--- config.mk ---
export PLATFORM = sky130hd
export DESIGN_NAME = mem_access_unit
export DESIGN_NICKNAME = d
export VERILOG_FILES = /design/src/rtl/mem_access_unit_pkg.sv /design/src/rtl/mem_store_align.sv /design/src/rtl/mem_access_unit.sv
export SDC_FILE = /design/constraint.sdc
export NUM_CORES = 1
export LEC_CHECK = 0
export CAP_MARGIN = 5
export CORE_UTILIZATION = 44
export DETAILED_ROUTE_END_ITERATION = 6
export PLACE_DENSITY = 0.8
export SYNTH_ARGS = -nofsm -noshare
export SYNTH_HDL_FRONTEND = slang
export SYNTH_SLANG_ARGS = --single-unit
--- constraint.sdc ---
create_clock -name clk -period 5.84 [get_ports clk]
set_clock_uncertainty 0.05 [all_clocks]
set_input_delay 1.168 -clock clk [delete_from_list [all_inputs] [get_ports clk]]
set_output_delay 1.168 -clock clk [all_outputs]
set_load 0.01 [all_outputs]
--- src/rtl/mem_access_unit_pkg.sv ---
// Shared encodings for the memory access unit: access sizes, load-select codes
// (also decoded by the load-data mask) and the sequencer state.
package mem_access_unit_pkg;

  typedef enum logic [1:0] {
    SIZE_B = 2'b00,
    SIZE_H = 2'b01,
    SIZE_W = 2'b10,
    SIZE_X = 2'b11
  } size_t;

  localparam logic [2:0] LD_SEL_LW  = 3'b000;
  localparam logic [2:0] LD_SEL_LHU = 3'b001;
  localparam logic [2:0] LD_SEL_LH  = 3'b010;
  localparam logic [2:0] LD_SEL_LBU = 3'b011;
  localparam logic [2:0] LD_SEL_LB  = 3'b100;

  typedef enum logic [1:0] {
    ST_IDLE  = 2'b00,
    ST_ISSUE = 2'b01,
    ST_WAIT  = 2'b10
  } state_t;

  function automatic logic [2:0] ld_sel_of(input logic [1:0] size, input logic is_unsigned);
    case (size)
      SIZE_B:  return is_unsigned ? LD_SEL_LBU : LD_SEL_LB;
      SIZE_H:  return is_unsigned ? LD_SEL_LHU : LD_SEL_LH;
      default: return LD_SEL_LW;
    endcase
  endfunction

endpackage

--- src/rtl/mem_store_align.sv ---
// Combinational store lane placement: byte enables, lane-replicated write data
// and the alignment check for a request's size and low address bits.
module mem_store_align
  import mem_access_unit_pkg::*;
(
  input  logic [1:0]  size,
  input  logic [1:0]  addr_lo,
  input  logic [31:0] data,
  output logic [3:0]  wbe,
  output logic [31:0] wdata,
  output logic        aligned
);

  always_comb begin
    wbe     = 4'b0000;
    wdata   = data;
    aligned = 1'b0;
    case (size)
      SIZE_B: begin
        wbe     = 4'b0001 << addr_lo;
        wdata   = {4{data[7:0]}};
        aligned = 1'b1;
      end
      SIZE_H: begin
        wbe     = 4'b0011 << addr_lo;
        wdata   = {2{data[15:0]}};
        aligned = ~addr_lo[0];
      end
      SIZE_W: begin
        wbe     = 4'b1111;
        aligned = (addr_lo == 2'b00);
      end
      default: ;
    endcase
  end

endmodule

--- src/rtl/mem_access_unit.sv ---
// Load/store sequencer: accepts one request per handshake, drives a word-addressed
// memory port and hands raw load words to the load-data mask, with a response timeout.
module mem_access_unit
  import mem_access_unit_pkg::*;
#(
  parameter int TIMEOUT_CYCLES = 64,
  parameter int CNT_W          = 7
) (
  input  logic        clk,
  input  logic        rst,
  input  logic        req_valid,
  output logic        req_ready,
  input  logic [31:0] req_addr,
  input  logic [31:0] req_wdata,
  input  logic        req_is_store,
  input  logic [1:0]  req_size,
  input  logic        req_unsigned,
  output logic        mem_req_valid,
  input  logic        mem_req_ready,
  output logic [31:0] mem_addr,
  output logic [31:0] mem_wdata,
  output logic [3:0]  mem_wbe,
  input  logic        mem_resp_valid,
  input  logic [31:0] mem_rdata,
  output logic        ld_valid,
  output logic [31:0] ld_data,
  output logic [2:0]  ld_select,
  output logic [31:0] ld_addr,
  output logic        st_done,
  output logic        misalign,
  output logic        timeout_err,
  output logic [1:0]  fsm_state
);

  localparam logic [CNT_W-1:0] TO_LAST = CNT_W'(TIMEOUT_CYCLES - 1);

  state_t           state;
  logic [CNT_W-1:0] cnt;
  logic             is_store_q;
  logic [31:0]      addr_q;
  logic [2:0]       sel_q;
  logic [3:0]       al_wbe;
  logic [31:0]      al_wdata;
  logic             al_ok;
  logic             timeout_hit;

  assign fsm_state = state;

  // The abort fires on the last allowed cycle so exactly TIMEOUT_CYCLES are spent waiting.
  assign timeout_hit = (TIMEOUT_CYCLES != 0) && (cnt == TO_LAST);

  mem_store_align u_align (
    .size    (req_size),
    .addr_lo (req_addr[1:0]),
    .data    (req_wdata),
    .wbe     (al_wbe),
    .wdata   (al_wdata),
    .aligned (al_ok)
  );

  always_ff @(posedge clk or posedge rst) begin
    if (rst) begin
      state         <= ST_IDLE;
      cnt           <= '0;
      req_ready     <= 1'b1;
      mem_req_valid <= 1'b0;
      mem_addr      <= '0;
      mem_wdata     <= '0;
      mem_wbe       <= '0;
      is_store_q    <= 1'b0;
      addr_q        <= '0;
      sel_q         <= '0;
      ld_valid      <= 1'b0;
      ld_data       <= '0;
      ld_select     <= '0;
      ld_addr       <= '0;
      st_done       <= 1'b0;
      misalign      <= 1'b0;
      timeout_err   <= 1'b0;
    end else begin
      ld_valid    <= 1'b0;
      st_done     <= 1'b0;
      misalign    <= 1'b0;
      timeout_err <= 1'b0;
      case (state)
        ST_IDLE: begin
          cnt <= '0;
          if (req_valid) begin
            if (al_ok) begin
              mem_addr      <= {req_addr[31:2], 2'b00};
              mem_wdata     <= al_wdata;
              mem_wbe       <= req_is_store ? al_wbe : 4'b0000;
              is_store_q    <= req_is_store;
              addr_q        <= req_addr;
              sel_q         <= ld_sel_of(req_size, req_unsigned);
              mem_req_valid <= 1'b1;
              req_ready     <= 1'b0;
              state         <= ST_ISSUE;
            end else begin
              misalign <= 1'b1;
            end
          end
        end
        ST_ISSUE: begin
          if (mem_req_ready) begin
            mem_req_valid <= 1'b0;
            cnt           <= '0;
            if (is_store_q) begin
              st_done   <= 1'b1;
              req_ready <= 1'b1;
              state     <= ST_IDLE;
            end else begin
              state <= ST_WAIT;
            end
          end else if (timeout_hit) begin
            mem_req_valid <= 1'b0;
            timeout_err   <= 1'b1;
            req_ready     <= 1'b1;
            state         <= ST_IDLE;
          end else begin
            cnt <= cnt + CNT_W'(1);
          end
        end
        ST_WAIT: begin
          if (mem_resp_valid) begin
            ld_valid  <= 1'b1;
            ld_data   <= mem_rdata;
            ld_select <= sel_q;
            ld_addr   <= addr_q;
            req_ready <= 1'b1;
            state     <= ST_IDLE;
          end else if (timeout_hit) begin
            timeout_err <= 1'b1;
            req_ready   <= 1'b1;
            state       <= ST_IDLE;
          end else begin
            cnt <= cnt + CNT_W'(1);
          end
        end
        default: begin
          mem_req_valid <= 1'b0;
          req_ready     <= 1'b1;
          state         <= ST_IDLE;
        end
      endcase
    end
  end

endmodule

==> results of run 1 <==
[report_power, final]
group	switching [mW]	internal, mW	total (mW)
clock	0.409	0.829	1.24
combinational	0.800	1.27	2.07
sequential	0.299	1.56	1.86
[cell families after synthesis]
group	Yosys count	share of synthesized area, %
AOI/OAI and AO/OA	67	5.99
xor gates and xnor gates	5	0.663
adders and majority gates	5	0.948
buffers and inverters	64	6.10
DFF	154	58.4
muxes	133	22.5
other	1	0.0568
and+or+nand+nor	78	5.38
[worst max-delay path, delay by kind of cell]
kind / cells / cell delay [ns]
muxes: 1 / 0.41
AOI/OAI and AO/OA: 2 / 0.43
buffers and inverters: 2 / 1.67
[worst paths after layout]
| check | start | to | slack [ns] | cells past startpoint |
|---|---|---|---|---|
| worst max-delay path | req_size[0] | mem_wdata[0]$_DFFE_PP0P_ | 2.38 | 5 |
| worst min-delay path | mem_wbe[3]$_DFFE_PP0P_ | mem_wbe[3]$_DFFE_PP0P_ | 0.43 | 2 |
| worst max register to register | fsm_state[0]$_DFFE_PP0P_ | ld_data[19]$_DFFE_PP0P_ | 3.42 | 6 |
| worst min register to register | mem_wbe[3]$_DFFE_PP0P_ | mem_wbe[3]$_DFFE_PP0P_ | 0.43 | 2 |
| max in group asynchronous | rst | ld_select[0]$_DFFE_PP0P_ | 3.32 | 3 |
| min in group asynchronous | rst | addr_q[8]$_DFFE_PP0P_ | 1.33 | 2 |
[per-layer routing]
metal	vias to the layer above	global-route usage, %
met2	171	36.2
met5	-	0
met4	0	8.93
li1	2142	-
met3	24	6.01
met1	2255	25.4
[layout make-up]
type                    count  share of cell area (%)
clock buffers              22                    4.93
clock inverters             8                    1.98
flip-flops and latches    154                    40.1
well taps                 184                    2.39
repair buffers            250                    25.9
multi-input cells         290                    24.4
inverters                   7                   0.325
[flip-flops by register name, summed over array words and instances (netlist names), 2 cells and up]
register	count
mem_wbe	4
mem_wdata	32
addr_q	32
sel_q	3
ld_select	3
cnt	7
ld_data	32
ld_addr	32
fsm_state	2
[stage by stage]
step | power (mW) | cells
after global routing | 5.44 | 915
after floorplan | 2.88 | 508
after detailed placement | 3.97 | 885
after CTS | 5.23 | 915
after global placement | 3.88 | 885
final | 5.17 | 915
[cells in the final DEF (no fill, tap or decap), types with 4 or more instances in the layout]
master and n:
sky130_fd_sc_hd__xor2_1 4, sky130_fd_sc_hd__nor2_1 18, sky130_fd_sc_hd__buf_4 5, sky130_fd_sc_hd__nand2_1 39, sky130_fd_sc_hd__clkbuf_16 17, sky130_fd_sc_hd__dfrtp_1 153, sky130_fd_sc_hd__inv_1 5, sky130_fd_sc_hd__mux2i_1 26
sky130_fd_sc_hd__a21oi_1 12, sky130_fd_sc_hd__bufinv_16 6, sky130_fd_sc_hd__ha_1 5, sky130_fd_sc_hd__mux2_4 5, sky130_fd_sc_hd__mux2_2 102, sky130_fd_sc_hd__clkdlybuf4s50_1 245, sky130_fd_sc_hd__o21ai_0 40
==> summary.txt, run 1 <==
CTS
  • Count of H-tree levels built during CTS: 4
  • Cell at the root of the clock tree: sky130_fd_sc_hd__clkbuf_16
  • Clock buffers created by TritonCTS: 17
  • Count of hold-fix buffers inserted at cts: 0
  • Maximum clock insertion buffer count: 2
  • Clock insertion delay at the later pin of the skew report: roughly 0.42 ns
  • Sinks on the clock net: 154
  • Resize count post-CTS: 0
  • Clock transition at path regs: 0.06 ns
  • CTS tree: built
  • Post-CTS setup buffers: 0

Synth
  • Post-Synthesis Cell Area: 6600 sq um
  • Post-Synthesis Mean Instance Area: roughly 13 sq um
  • Yosys top cell by area: sky130_fd_sc_hd__dfrtp_1
  • Dominant cell by count in the synthesized netlist: sky130_fd_sc_hd__dfrtp_1
  • Number of register bits inferred by synthesis: 154
  • Portion of synthesized cell area occupied by the leading cell type: between 50 and 60%
  • Post-Syn Instances: 507
  • Sequential-to-total area share from yosys stat: 58.4%
  • Yosys warns: 0
  • Leading post-synthesis cells by instance count: 153 x sky130_fd_sc_hd__dfrtp_1, 102 x sky130_fd_sc_hd__mux2_2, 40 x sky130_fd_sc_hd__o21ai_0, 39 x sky130_fd_sc_hd__nand2_1, 35 x sky130_fd_sc_hd__buf_4
  • Number of distinct library cells after synthesis: 44
  • Most common flop cell mapped by yosys: sky130_fd_sc_hd__dfrtp_1
  • Number of synthesized flops with an enable pin: 0
  • Share of synthesized registers carrying an async set or reset: 100%
  • Biggest area contributors in the synthesized netlist: sky130_fd_sc_hd__dfrtp_1 58%, sky130_fd_sc_hd__mux2_2 17%, sky130_fd_sc_hd__buf_4 4.0%

Power
  • Highest ir drop seen on vdd: 0.258 mV
  • Leakage power summed over all cells: 4.17 nW
  • Power per cell area: 538 nW/um^2

Die
  • Die Span Y: 125 um
  • Row cnt: 44
  • Total Die Area: 15500 sq um
  • Overall die width: 125 um
  • Initial Utilization: 45.3%
  • Core Area: 14600 sq um
  • Io pins: 248

Detailed routing
  • Vias post-DR: 4592
  • Max layer used: met4
  • Total wirelength of the detailed-routed design: 15.7 mm
  • Post-detailed-route DRC marker count: 0
  • Met3 wirelength from detailed routing: about 970 um
  • Antenna Violating Nets Remaining: 0
  • DRT iter0 DRCs: 236
  • Average detailed-routed wire length per instance: 17.1 um
  • Detail Route met2 WL: 7.96 mm
  • Met1 routed wirelength after detailed routing: roughly 6.4 mm
  • Number of iterations in the first detailed-routing pass: 4
  • Mean number of vias per cell: 5.02

Finish
  • Layout-stage area growth over the synthesis result: 45.7%
  • Final instance area: 9620 sq um
  • Nets: 830
  • Area occupied by registers: 3850 sq um
  • Area used by multi-input combinational logic: ~2300 sq um
  • Fillers: between 1000 and 1500
  • Fraction of final layout cells with drive strength greater than 1: 20.5%
  • Number of diodes: 0
  • Post-layout utilization of the core: 65.9%

Critical path
  • Worst EP arrival: 3.71 ns
  • CP max-delay cell: sky130_fd_sc_hd__clkdlybuf4s50_1
  • Required time of the critical path: 6.09 ns
  • CP max stage delay: 1.07 ns
  • Worst-path fanout max: 73
  • Critical path launch point type: primary input
  • Crit end category: flop
  • Worst Setup Path Type: primary input to flop
  • Crit path cell chain: clkdlybuf4s50_1, a21oi_2, o211ai_4, buf_4, mux2_2

Timing
  • Worst rel slew slack: 30.4%
  • Slack of the critical path: roughly 2.4 ns
  • Number of hold violations in the final report: 0
  • Unrepaired setup endpoints after global routing: false
  • Total Neg Setup Slack: 0 ns
  • Worst slack on hold paths: 0.430 ns
  • Pin slew with the least headroom to its limit: ~1.0 ns
  • Setup violations, final: 0
  • Post-route minimum period: 3.46 ns
  • Max Clock Freq: 289 MHz
  • Slew Limit Fails: 0
  • Post-route clock period utilization: between 50 and 60%

Flow run
  • Number of maximum-capacitance violations: 0

Global route
  • Initial antenna violation count: 0
  • Via count of the first global-routing pass: 4941
  • Aggregate global-route resource usage: 21.4%
  • Total grt overflow: 0
  • Global-route wire length before repair: 25.9 mm
  • Largest net degree at the start of global routing: 120

Placed design
  • RD Place Congestion: 0.793
  • Count of input and output buffers: 245
  • Placement-stage cell area: 8950 sq um
  • Setup WS pre-CTS: between 1.5 and 2 ns
  • Post-DP HPWL: 11.3 mm

Hold path
  • Class of the worst hold path: flop to flop

Status
  • Result of the run: complete, no violations
(Power assumes the default switching activity.)
==> inputs of run 2 (changes only) <==
==> constraint.sdc (replaced) <==
create_clock -name clk -period 3.5 [get_ports clk]
set_clock_uncertainty 0.05 [all_clocks]
set_input_delay 0.7 -clock clk [delete_from_list [all_inputs] [get_ports clk]]
set_output_delay 0.7 -clock clk [all_outputs]
set_load 0.01 [all_outputs]
==> summary.txt, run 2 (synthesized netlist as in run 1, its figures left out) <==
Status
  • Result of the run: complete, no violations

Timing
  • Setup violations, final: 0
  • Post-route clock period utilization: 65.7%
  • Unrepaired setup endpoints after global routing: false
  • Worst rel slew slack: between 40% and 50%
  • Slew Limit Fails: 0
  • Pin slew with the least headroom to its limit: between 0.7 and 0.8 ns
  • Number of hold violations in the final report: 0
  • Total Neg Setup Slack: 0 ns
  • Max Clock Freq: 435 MHz
  • Worst slack on hold paths: approximately 0.43 ns
  • Post-route minimum period: around 2.3 ns

Finish
  • Most common cell after layout, fill and taps aside: sky130_fd_sc_hd__clkdlybuf4s50_1
  • Nets: 833
  • Final Instance Count excl. Fillers: 920
  • Post-layout utilization of the core: 65.7%
  • Layout-stage area growth over the synthesis result: 45.2%
  • Fraction of final layout cells with drive strength greater than 1: 20.5%
  • Commonest cells after routing, fill and taps aside: 245 x sky130_fd_sc_hd__clkdlybuf4s50_1, 153 x sky130_fd_sc_hd__dfrtp_1, 102 x sky130_fd_sc_hd__mux2_2
  • Number of diodes: 0

Detailed routing
  • Total wirelength of the detailed-routed design: 16.1 mm
  • Vias post-DR: 4663
  • Post-detailed-route DRC marker count: 0
  • Number of iterations in the first detailed-routing pass: 4
  • DRT iter0 DRCs: 215
  • Mean number of vias per cell: 5.07
  • Average detailed-routed wire length per instance: 17.5 um
  • Antenna Violating Nets Remaining: 0

CTS
  • Post-CTS setup buffers: 0
  • CTS tree: built
  • Count of H-tree levels built during CTS: 4
  • Maximum clock insertion buffer count: 2
  • Resize count post-CTS: 0
  • Cell at the root of the clock tree: sky130_fd_sc_hd__clkbuf_16
  • Count of hold-fix buffers inserted at cts: 0
  • Clock insertion delay at the later pin of the skew report: 0.41 ns
  • Sinks on the clock net: ~150
  • Clock buffers created by TritonCTS: 17
  • Clock transition at path regs: 0.06 ns

Critical path
  • Required time of the critical path: about 3.8 ns
  • Worst-path fanout max: 35
  • CP max-delay cell: sky130_fd_sc_hd__dfrtp_1
  • Crit path cell chain: inv_1, ha_1, nand2_2, inv_2, buf_4, mux2_2
  • Buffer and inverter count on the worst path: 3
  • Critical register-to-register path startpoint: fsm_state[0]$_DFFE_PP0P_
  • Crit end category: flop
  • CP max stage delay: between 0.4 and 0.5 ns
  • Worst EP arrival: 2.55 ns
  • CP delay by family, top: buffers and inverters
  • Worst Setup SP: fsm_state[0]$_DFFE_PP0P_
  • Worst Setup Path Type: flop to flop
  • Critical path launch point type: flop

Global route
  • Total grt overflow: 0
  • Aggregate global-route resource usage: 21.7%
  • Via count of the first global-routing pass: around 5000
  • Global-route wire length before repair: 26.2 mm
  • Initial antenna violation count: 0
  • Largest net degree at the start of global routing: slightly above 80

Placed design
  • Number of cells after detailed placement: 888
  • Count of input and output buffers: 245
  • RD Place Congestion: slightly below 0.9
  • Post-DP HPWL: 11.9 mm

Die
  • Io pins: 248
  • Initial Utilization: 45.3%
  • Core Area: 14600 sq um
  • Row cnt: 44
  • Die Span Y: 125 um
  • Total Die Area: 15500 sq um
  • Overall die width: 125 um

Hold path
  • Hold path startpoint: sel_q[2]$_DFFE_PP0P_
  • Class of the worst hold path: flop to flop

Power
  • Highest ir drop seen on vdd: 0.373 mV
  • Power per cell area: 871 nW/um^2
  • Leakage power summed over all cells: 4.15 nW
  • Tot Pwr: 8.35 mW

Flow run
  • Number of maximum-capacitance violations: 0
## run 2: layout make-up
| cell class | count | area (sq um) |
|---|---|---|
| Fill cell | 1097 | 5000 |
| Sequential cell | 154 | 3850 |
| Timing Repair Buffer | 253 | 2550 |
| Multi-Input combinational cell | 290 | 2350 |
| Clock buffer | 26 | 479 |
| Tap cell | 184 | 230 |
| Clock inverter | 6 | 90.1 |
| Inverter | 7 | 30.0 |
## run 2: layer usage
metal  track usage [%]  up-vias  part of all wire, %
li1                  -     2161                    -
met1              25.9     2303                   40
met2              37.4      179                   52
met3              5.97       20                  6.3
met4              8.15        0                  1.6
met5                 0        -                    0
## run 2: through the flow
step	cell area (sq um)	setup slack, ns
after floorplan	6610	0.806
after global placement	9020	0.857
after detailed placement	9020	0.804
after CTS	9590	1.20
after global routing	9590	1.04
final	9590	1.20
## run 2: worst min-delay path, delay by kind of cell, from the launching register on
family	cells	cell delay, ns
compound gates	1	0.05
flops	1	0.33
simple gates	1	0.06
## run 2: worst paths after layout
| check | endpoint | slack (ns) | cells after the start |
|---|---|---|---|
| max in group asynchronous | req_ready$_DFFE_PP1P_ | 1.86 | 3 |
| max | ld_data[8]$_DFFE_PP0P_ | 1.20 | 6 |
| min reg2reg | sel_q[2]$_DFFE_PP0P_ | 0.43 | 2 |
| min | sel_q[2]$_DFFE_PP0P_ | 0.43 | 2 |
| min in group asynchronous | addr_q[21]$_DFFE_PP0P_ | 0.73 | 2 |
| max reg2reg | ld_data[8]$_DFFE_PP0P_ | 1.20 | 6 |
## run 2: report_power, final
part | internal (mW) | leakage [nW] | total (mW) | switching [mW]
registers | 2.61 | 1.91 | 3.11 | 0.498
clock network | 1.09 | 0.273 | 1.77 | 0.675
logic | 2.13 | 1.97 | 3.48 | 1.35
total | 5.83 | 4.15 | 8.35 | 2.52
==> inputs of run 3 (changes only) <==
==> constraint.sdc (replaced) <==
create_clock -name clk -period 2.23 [get_ports clk]
set_clock_uncertainty 0.05 [all_clocks]
set_input_delay 0.446 -clock clk [delete_from_list [all_inputs] [get_ports clk]]
set_output_delay 0.446 -clock clk [all_outputs]
set_load 0.01 [all_outputs]
==> summary.txt, run 3 (synthesized netlist as in run 1, its figures left out) <==
Finish
  • Final Instance Count excl. Fillers: 929
  • Fillers: 1054
  • Area used by multi-input combinational logic: 2350 sq um
  • Final instance area: between 9000 and 10000 sq um
  • Number of diodes: 0
  • Fraction of final layout cells with drive strength greater than 1: 22.3%
  • Layout-stage area growth over the synthesis result: 47.8%
  • Commonest cells after routing, fill and taps aside: 245 x sky130_fd_sc_hd__clkdlybuf4s50_1, 153 x sky130_fd_sc_hd__dfrtp_1, 102 x sky130_fd_sc_hd__mux2_2
  • Most common cell after layout, fill and taps aside: sky130_fd_sc_hd__clkdlybuf4s50_1
  • Nets: 844
  • Area occupied by registers: ~3900 sq um

Global route
  • Initial antenna violation count: 0
  • Largest net degree at the start of global routing: 96
  • Total grt overflow: 0
  • Via count of the first global-routing pass: 4904
  • Aggregate global-route resource usage: 21.7%
  • Global-route wire length before repair: between 20 and 30 mm

Timing
  • Max Clock Freq: 498 MHz
  • Worst rel slew slack: around two thirds
  • Post-route minimum period: 2.01 ns
  • Worst slack on hold paths: 0.238 ns
  • Setup violations, final: 0
  • Slack of the critical path: 0.222 ns
  • Number of hold violations in the final report: 0
  • Slew Limit Fails: 0
  • Unrepaired setup endpoints after global routing: false
  • Post-route clock period utilization: between 90% and 100%
  • Pin slew with the least headroom to its limit: approximately 0.52 ns

Detailed routing
  • Mean number of vias per cell: 5.09
  • Post-detailed-route DRC marker count: 0
  • Total wirelength of the detailed-routed design: 16.0 mm
  • Number of iterations in the first detailed-routing pass: 4
  • DRT iter0 DRCs: 260
  • Average detailed-routed wire length per instance: 17.2 um
  • Vias post-DR: 4729
  • Antenna Violating Nets Remaining: 0

Die
  • Row cnt: 44
  • Initial Utilization: 45.3%
  • Die Span Y: 125 um
  • Io pins: 248
  • Overall die width: 125 um
  • Core Area: ~15000 sq um
  • Total Die Area: 15500 sq um

Critical path
  • Capture point of the worst reg-to-reg path: ld_data[3]$_DFFE_PP0P_
  • Crit end category: primary output
  • Buffer and inverter count on the worst path: 1
  • Critical path launch point type: flop
  • Slack of the worst reg-to-reg path: ~0.41 ns
  • Crit path cell chain: clkdlybuf4s50_1
  • Crit. path cell count: 1
  • CP delay by family, top: flip-flops
  • Worst Setup Path Type: flop to primary output
  • Destination of the critical timing path: req_ready
  • Worst EP arrival: between 1.5 and 2 ns
  • Worst Setup SP: req_ready$_DFFE_PP1P_
  • Critical register-to-register path startpoint: fsm_state[0]$_DFFE_PP0P_
  • Required time of the critical path: 1.73 ns
  • CP max-delay cell: sky130_fd_sc_hd__dfstp_2
  • CP max stage delay: 0.55 ns
  • Cell depth of the worst flop-to-flop path: 6
  • Worst-path fanout max: 3

CTS
  • Clock buffers created by TritonCTS: 17
  • Clock transition at path regs: 0.06 ns
  • Cell at the root of the clock tree: sky130_fd_sc_hd__clkbuf_16
  • Count of H-tree levels built during CTS: 4
  • CTS tree: built
  • Count of hold-fix buffers inserted at cts: 0
  • Clock insertion delay at the later pin of the skew report: between 0.4 and 0.5 ns
  • Post-CTS setup buffers: 0
  • Sinks on the clock net: 154
  • Resize count post-CTS: 0
  • Maximum clock insertion buffer count: 2

Placed design
  • Post-DP HPWL: 11.8 mm
  • Number of cells after detailed placement: 899
  • RD Place Congestion: 0.841
  • Setup WS pre-CTS: -0.00284 ns
  • Count of input and output buffers: 245
  • Placement-stage cell area: 9120 sq um

Power
  • Power per cell area: 1380 nW/um^2
  • Highest ir drop seen on vdd: 0.665 mV
  • Leakage power summed over all cells: 4.25 nW

Status
  • Result of the run: complete, no violations

Flow run
  • Number of maximum-capacitance violations: 0

Hold path
  • Class of the worst hold path: primary input to asynchronous set/reset pin
[run 3: where the power goes]
group | switching [mW] | internal, mW
Combinational | 2.14 | 3.40
Sequential | 0.768 | 4.10
Clock | 1.06 | 2.01
Total | 3.97 | 9.50
[run 3: metrics by stage]
step           utilization [%]  power [mW]  TNS [ns]
2_1_floorplan                -        7.56    -32.15
3_3_place_gp              62.5        10.3         0
3_5_place_dp              62.5        10.5  -0.00553
4_1_cts                   66.9        13.6         0
5_1_grt                   66.9        14.2         0
6_report                  66.9        13.5         0
[run 3: routing by layer]
metal	part of all wire [%]	wire length, um	vias up	GRT usage (%)
met5	0	0	-	0
met3	6.6	1060	29	6.44
met1	40	6420	2311	25.1
li1	-	-	2183	-
met2	51	8130	206	37.3
met4	2.2	346	0	9.14
[run 3: final cells by class]
cell class / instances / share of cell area, %
Inverter: 7 / 0.308
Clock inverter: 7 / 1.41
Tap cell: 184 / 2.36
Clock buffer: 23 / 5.10
Timing Repair Buffer: 264 / 27.2
Multi-Input combinational cell: 290 / 24.1
Sequential cell: 154 / 39.5
[run 3: worst min path at each step]
stage                         startpoint                        end  slack [ns]
2_1_floorplan       sel_q[2]$_DFFE_PP0P_       sel_q[2]$_DFFE_PP0P_        0.39
3_3_place_gp      mem_wbe[3]$_DFFE_PP0P_     mem_wbe[3]$_DFFE_PP0P_        0.41
3_5_place_dp   mem_wdata[27]$_DFFE_PP0P_  mem_wdata[27]$_DFFE_PP0P_        0.42
4_1_cts                              rst    ld_addr[21]$_DFFE_PP0P_        0.22
5_1_grt                              rst    ld_addr[21]$_DFFE_PP0P_        0.25
6_report                             rst    ld_addr[21]$_DFFE_PP0P_        0.24
